File: config.mk
export PLATFORM = sky130hd
export DESIGN_NAME = shift_seq
export DESIGN_NICKNAME = d
export VERILOG_FILES = /design/src/rtl/shift_seq.sv
export SDC_FILE = /design/constraint.sdc
export NUM_CORES = 1
export LEC_CHECK = 0
export BUFFER_PORTS_ARGS = -buffer_cell sky130_fd_sc_hd__buf_2
export CORE_MARGIN = 4
export CORE_UTILIZATION = 35
export CTS_CLUSTER_SIZE = 25
export DETAILED_ROUTE_END_ITERATION = 16
export GPL_ROUTABILITY_DRIVEN = 0
export GPL_TIMING_DRIVEN = 0
export SLEW_MARGIN = 20
export SYNTH_ARGS = -nofsm -noshare
export SYNTH_HDL_FRONTEND = slang
export SYNTH_SLANG_ARGS = --single-unit
File: constraint.sdc
create_clock -name clk -period 2.8 [get_ports clk]
set_clock_uncertainty 0.05 [all_clocks]
set_input_delay 0.56 -clock clk [delete_from_list [all_inputs] [get_ports clk]]
set_output_delay 0.56 -clock clk [all_outputs]
set_load 0.01 [all_outputs]
File: src/rtl/shift_seq.sv
// Sequential barrel-less shifter: one bit position per clock, zero-fill by default.
// Optional rotate mode (extra rot port) is enabled by defining SHIFT_SEQ_ROTATE_EN.
module shift_seq #(
  parameter int WIDTH = 16,
  parameter int AMTW  = 4
) (
  input  logic             clk,
  input  logic             rst_n,
  input  logic             start,
  input  logic [WIDTH-1:0] in,
  input  logic [AMTW-1:0]  amt,
  input  logic             dir,
`ifdef SHIFT_SEQ_ROTATE_EN
  input  logic             rot,
`endif
  input  logic             clr,
  output logic             busy,
  output logic             done,
  output logic [WIDTH-1:0] out
);

  typedef enum logic [1:0] {
    IDLE  = 2'd0,
    SHIFT = 2'd1,
    DONE  = 2'd2
  } state_t;

  state_t            state_q, state_d;
  logic [AMTW-1:0]   count_q, count_d;
  logic              dir_q, dir_d;
  logic [WIDTH-1:0]  out_d;
  logic [WIDTH-1:0]  step;
  logic              fill_l, fill_r;

`ifdef SHIFT_SEQ_ROTATE_EN
  logic rot_q, rot_d;

  always_comb begin
    fill_l = rot_q & out[WIDTH-1];
    fill_r = rot_q & out[0];
  end
`else
  always_comb begin
    fill_l = 1'b0;
    fill_r = 1'b0;
  end
`endif

  always_comb begin
    step = dir_q ? {fill_r, out[WIDTH-1:1]} : {out[WIDTH-2:0], fill_l};
  end

  always_comb begin
    state_d = state_q;
    count_d = count_q;
    dir_d   = dir_q;
    out_d   = out;
`ifdef SHIFT_SEQ_ROTATE_EN
    rot_d   = rot_q;
`endif
    case (state_q)
      IDLE: begin
        if (start && !clr) begin
          out_d   = in;
          dir_d   = dir;
          count_d = amt;
`ifdef SHIFT_SEQ_ROTATE_EN
          rot_d   = rot;
`endif
          state_d = (amt == '0) ? DONE : SHIFT;
        end
      end
      SHIFT: begin
        // The step still lands on an aborting edge; clr only redirects state.
        out_d   = step;
        count_d = count_q - AMTW'(1);
        if (count_q == AMTW'(1)) state_d = DONE;
      end
      DONE: begin
        state_d = IDLE;
      end
      default: begin
        state_d = IDLE;
      end
    endcase
    if (clr) begin
      state_d = IDLE;
      count_d = '0;
    end
  end

  always_ff @(posedge clk or negedge rst_n) begin
    if (!rst_n) begin
      state_q <= IDLE;
      count_q <= '0;
      dir_q   <= 1'b0;
      out     <= '0;
`ifdef SHIFT_SEQ_ROTATE_EN
      rot_q   <= 1'b0;
`endif
    end else begin
      state_q <= state_d;
      count_q <= count_d;
      dir_q   <= dir_d;
      out     <= out_d;
`ifdef SHIFT_SEQ_ROTATE_EN
      rot_q   <= rot_d;
`endif
    end
  end

  always_comb begin
    busy = (state_q != IDLE);
    done = (state_q == DONE);
  end

endmodule

Yosys cells after proc, flatten, opt, wreduce, memory -nomap -nowiden

Cells that the tools add are included.

Add/subtract/negate cells: 1
Eq/ne operators: 6
Mux-type cells: 11
Reductions and logical operators: 11

Operators with widths:

| operator                                         | number |
|---|---|
| two-way mux 16 bit                               | 2 |
| case mux 16 bit (2 select lines)                 | 1 |
| two-way mux 2 bit                                | 4 |
| two-way mux 4 bit                                | 2 |
| case mux 4 bit (2 select lines)                  | 1 |
| AND reduction 2 bit                              | 4 |
| inequality test 3 bit, second input constant     | 2 |
| == test 4 x 1 -> 1 bit, second input constant    | 1 |
| logical NOT 4 bit                                | 1 |
| case mux 2 bit (2 select lines)                  | 1 |
| nonzero test 2 bit                               | 2 |
| subtractor 4 x 1 -> 4 bit, second input constant | 1 |
| nonzero test 3 bit                               | 1 |
| == test 2 x 1 -> 1 bit, second input constant    | 1 |
| == test 2 bit, second input constant             | 1 |
| logical NOT 2 bit                                | 1 |
| inequality test 2 bit, second input constant     | 1 |
| logical AND 1 bit                                | 1 |
| logical NOT 1 bit                                | 1 |

Register bits after elaboration: 23
Input port bits: 25
Output and inout port bits: 18
Word-level logic and storage cells: 33

Depth between registers and ports, before layout

Depth after elaboration: 5
Depth in mapped cells: 5
Depth with buffers taken out: 5

Least setup slack after synthesis

Ideal clock, no wire load.

Kind: reg2out
From: register state_q[1]
To: output port busy
Arrival time: 0.903 ns
Data required time: 2.190 ns
Path slack: 1.287 ns
Stages on the path, launching flop included: 3
Buffers on the path: 1
Path through: dfrtp_1 -> clkbuf_2 -> or2_2

Word-level cells in the longest chain between the ends: 1

Ends and longest elaborated chain:

| element                | RTL line | text |
|---|---|---|
| start, declared        | 28       | `state_t state_q, state_d;` |
| start signal, assigned | 102      | `state_q <= state_d;` |
| nonzero test 2 bit     | 113      | `busy = (state_q != IDLE);` |
| end, declared          | 17       | `output logic busy,` |

No other way between the ends.

Worst setup path in the final report

Same ends and word-level chain as after synthesis.

==> results.sh <==
export IMPL_detailedRoute_firstPassIterationCount=4
export IMPL_fill_cell_count=372
export IMPL_clk_transition_reported_paths_ns=0.08
export IMPL_critical_path_launch_point_type="flop"
export IMPL_cts_htree_levels=1
export IMPL_die_width_um=69.68
export IMPL_cts_resized_gates=0
export IMPL_nets=195
export IMPL_dpl_worst_slack_ns=0.9680
export IMPL_setup_worst_path_class="flop to primary output"
export IMPL_cts_sink_count=23
export IMPL_port_buffers=42
export IMPL_root_buffer="clkbuf_8"
export IMPL_count_of_mapped_cells_out_of_synthesis=121
export IMPL_dp_hpwl_um=2527
export IMPL_cts_inserted_buffers=3
export IMPL_final_hold_viol_count=0
export IMPL_p_leak_nw=0.8257
export IMPL_timing_slew_headroom=0.6388
export IMPL_timing_fmax_ghz=0.5071
export IMPL_worst_skew_pair_late_latency_ns=0.26
export IMPL_global_route_overflow_total=0
export IMPL_path_buf_inv=2
export IMPL_ys_warnings_count=0
export IMPL_fp_coreArea_um2=3661
export IMPL_clockPowerShare=0.119
export IMPL_globalRouteMet2Util=0.2458
export IMPL_unrepaired_setup_endpoints_after_global_routing="no"
export IMPL_grtUsageTotal=0.1459
export IMPL_synth_top_cells_by_area="dfrtp_1 43%, mux2i_1 14%, a221o_1 11%"
export IMPL_min_period_ns=1.972
export IMPL_path_max_fanout=10
export IMPL_p_int_w=0.001021
export IMPL_synthesis_area_per_instance_um2=11.00
export IMPL_grt_antenna_before_repair=0
export IMPL_worst_r2r_path_depth=5
export IMPL_dominant_combinational_cell_family_by_area_after_synthesis="compound AO/OA/AOI/OAI gates"
export IMPL_detailedRoute_firstIterationViolations=34
export IMPL_areaGrowthSynthToFinish_pct=23.68
export IMPL_rr_startpoint="dir_q$_DFFE_PN0P_"
export IMPL_drv_slew=0
export IMPL_min_path_type="input port to async pin"
export IMPL_vdd_ir_drop_max_mv=0.3048
export IMPL_vias_per_cell=5.298
export IMPL_mappedNetlistArea_um2=1331
export IMPL_comb_power_share=0.514
export IMPL_power_density_nw_per_um2=1042
export IMPL_synth_xor_xnor_area_share=0
export IMPL_seq_area_frac_synth=0.4323
export IMPL_die_height_um=69.68
export IMPL_first_pass_grt_wire_length_um=5913
export IMPL_drive_gt1_frac=0.3832
export IMPL_ys_ff_latch=23
export IMPL_critPathLaunch="state_q[1]$_DFFE_PN0P_"
export IMPL_ys_types=31
export IMPL_detail_route_wl_per_cell_um=15.61
export IMPL_critical_path_arrival_ns=1.36
export IMPL_global_route_peak_usage_layer="met2"
export IMPL_synth_nets=148
export IMPL_worst_ep_required_time_ns=2.19
export IMPL_final_period_utilization=0.7042
export IMPL_reg2reg_slack_ns=1.22
export IMPL_post_synth_and_or_nand_nor_area_fraction=0.1504
export IMPL_muxShareOfSynthArea=0.1523
export IMPL_synth_area_leader="dfrtp_1"
export IMPL_pin_count_of_the_biggest_net_entering_global_routing=24
export IMPL_p_switching_w=0.0006954
export IMPL_grt_pass1_vias=1190
export IMPL_use_met3=0.03043
export IMPL_tns_ns=0
export IMPL_routed_wl_um=3357
export IMPL_power_switching_fraction=0.4051
export IMPL_starting_density_of_the_core=0.3636
export IMPL_finalWorstSetupSlack_ns=0.8281
export IMPL_crit_reg2reg_capture="out[6]$_DFFE_PN0P_"
export IMPL_post_synth_fa_ha_maj_area_fraction=0.01880
export IMPL_post_cts_setup_buffer_count=0
export IMPL_worst_pin_slew_ns=0.5419
export IMPL_critPathTopFamily="flip-flops"
export IMPL_antennaDiodeCount=0
export IMPL_tritoncts_clock_tree="yes"
export IMPL_outcome="complete, no violations"
export IMPL_share_of_the_synthesized_area_in_compound_gates_ao_oa_aoi_oai=0.1983
export IMPL_post_synth_top_area_fraction=0.4323
export IMPL_worst_path_max_delay_cell="dfrtp_1"
export IMPL_total_number_of_vias=1139
export IMPL_seq_power_share=0.367
export IMPL_dieArea_um2=4855
export IMPL_worstSetupEndpoint="busy"
export IMPL_io_pin_count=43
export IMPL_crit_path_cell_trace="clkbuf_2, or2_2, buf_2"
export IMPL_worstSetupPathDepth=3
export IMPL_met1_usage=0.1952
export IMPL_setup_violations=0
export IMPL_crit_path_max_incr_delay_ns=0.42
export IMPL_floorplan_rows=22
export IMPL_hold_buffers=0
export IMPL_antenna_left=0
export IMPL_critical_path_endpoint_type="primary output"
export IMPL_max_clock_path_buffers=2
export IMPL_drc_errors=0
export IMPL_max_cap_violations=0
through the flow:
stage	area, um^2	hold WS, ns	utilization	total power, W	std cells
floorplan	1331	0.2144	-	0.001243	121
global placement	1602	0.4408	0.4375	0.001493	211
detailed placement	1602	0.4675	0.4375	0.001524	211
CTS	1647	0.2364	0.4498	0.001737	215
global route	1647	0.2496	0.4498	0.001874	215
finish	1647	0.2228	0.4498	0.001716	215
layer usage:
| layer | share of wire | wire length (um) |
|---|---|---|
| met4 | 0.0051 | 17 |
| met1 | 0.45 | 1521 |
| met3 | 0.052 | 175 |
| met2 | 0.49 | 1643 |
| met5 | 0 | 0 |
cell usage in the layout (no fill, tap or decap):
master,n
a2111oi_4,1
a21o_1,1
a21oi_1,5
a221o_1,14
a31o_2,1
buf_2,47
buf_4,1
buf_6,1
clkbuf_1,1
clkbuf_2,1
clkbuf_8,3
dfrtp_1,23
ha_1,2
inv_1,4
mux2_2,2
mux2i_1,18
nand2_1,2
nand2b_1,1
nor2_1,18
nor2b_1,3
nor3_1,2
nor3b_1,1
nor4_1,1
nor4b_4,1
nor4bb_1,2
o21ai_0,2
o21ba_2,1
o21bai_2,1
o22ai_1,1
o2bb2ai_1,2
or2_2,2
or3b_2,1
or4_4,1
power groups by stage:
stage / combinational, W / clock [W] / sequential (W)
2_1_floorplan: 0.000600 / 0 / 0.000643
3_3_place_gp: 0.000868 / 0 / 0.000625
3_5_place_dp: 0.000888 / 0 / 0.000636
4_1_cts: 0.000895 / 0.000212 / 0.000630
5_1_grt: 0.000983 / 0.000233 / 0.000657
6_report: 0.000882 / 0.000204 / 0.000630
layout make-up:
type                       count  area, um^2  area share
timing repair buffer          42       210.2      0.1277
multi-input combinational     86       691.9      0.4202
sequential                    23       575.6      0.3495
buffer                         8       48.80     0.02964
clock buffer                   4       45.04     0.02736
tap                           48       60.06     0.03647
inverter                       4       15.01    0.009119
cells by family after synthesis:
family | after synthesis
simple gates | 35
mux | 20
flops | 23
compound gates | 29
fa+ha+maj | 2
buf+inv | 12
flip-flops by register name (all words and copies together), names as in the netlist:
register  cells
count_q       4
dir_q         1
out          16
state_q       2
how the worst min path moves through the flow:
stage	start	end	slack, ns	cells past startpoint
floorplan	rst_n	count_q[0]$_DFFE_PN0P_	0.21	0
global route	rst_n	out[5]$_DFFE_PN0P_	0.25	1
finish	rst_n	out[5]$_DFFE_PN0P_	0.22	1
CTS	rst_n	out[5]$_DFFE_PN0P_	0.24	1
global placement	count_q[3]$_DFFE_PN0P_	count_q[3]$_DFFE_PN0P_	0.44	1
detailed placement	count_q[3]$_DFFE_PN0P_	count_q[3]$_DFFE_PN0P_	0.47	1
cells in the mapped netlist (all sizes together):
library cell / number
a2111oi: 1
a21o: 1
a21oi: 5
a221o: 14
a31o: 1
buf: 7
clkbuf: 1
dfrtp: 23
ha: 2
inv: 4
mux2: 2
mux2i: 18
nand2: 2
nand2b: 1
nor2: 18
nor2b: 3
nor3: 2
nor3b: 1
nor4: 1
nor4b: 1
nor4bb: 2
o21ai: 2
o21ba: 1
o21bai: 1
o22ai: 1
o2bb2ai: 2
or2: 2
or3b: 1
or4: 1
worst reg2reg max path: stages, from the launching register on:
cell     delay (ns)
dfrtp_1        0.32
buf_2          0.22
buf_2          0.32
mux2i_1        0.22
nor2_1         0.05
a221o_1        0.28
Note: power is estimated with default switching activity, not from simulation.
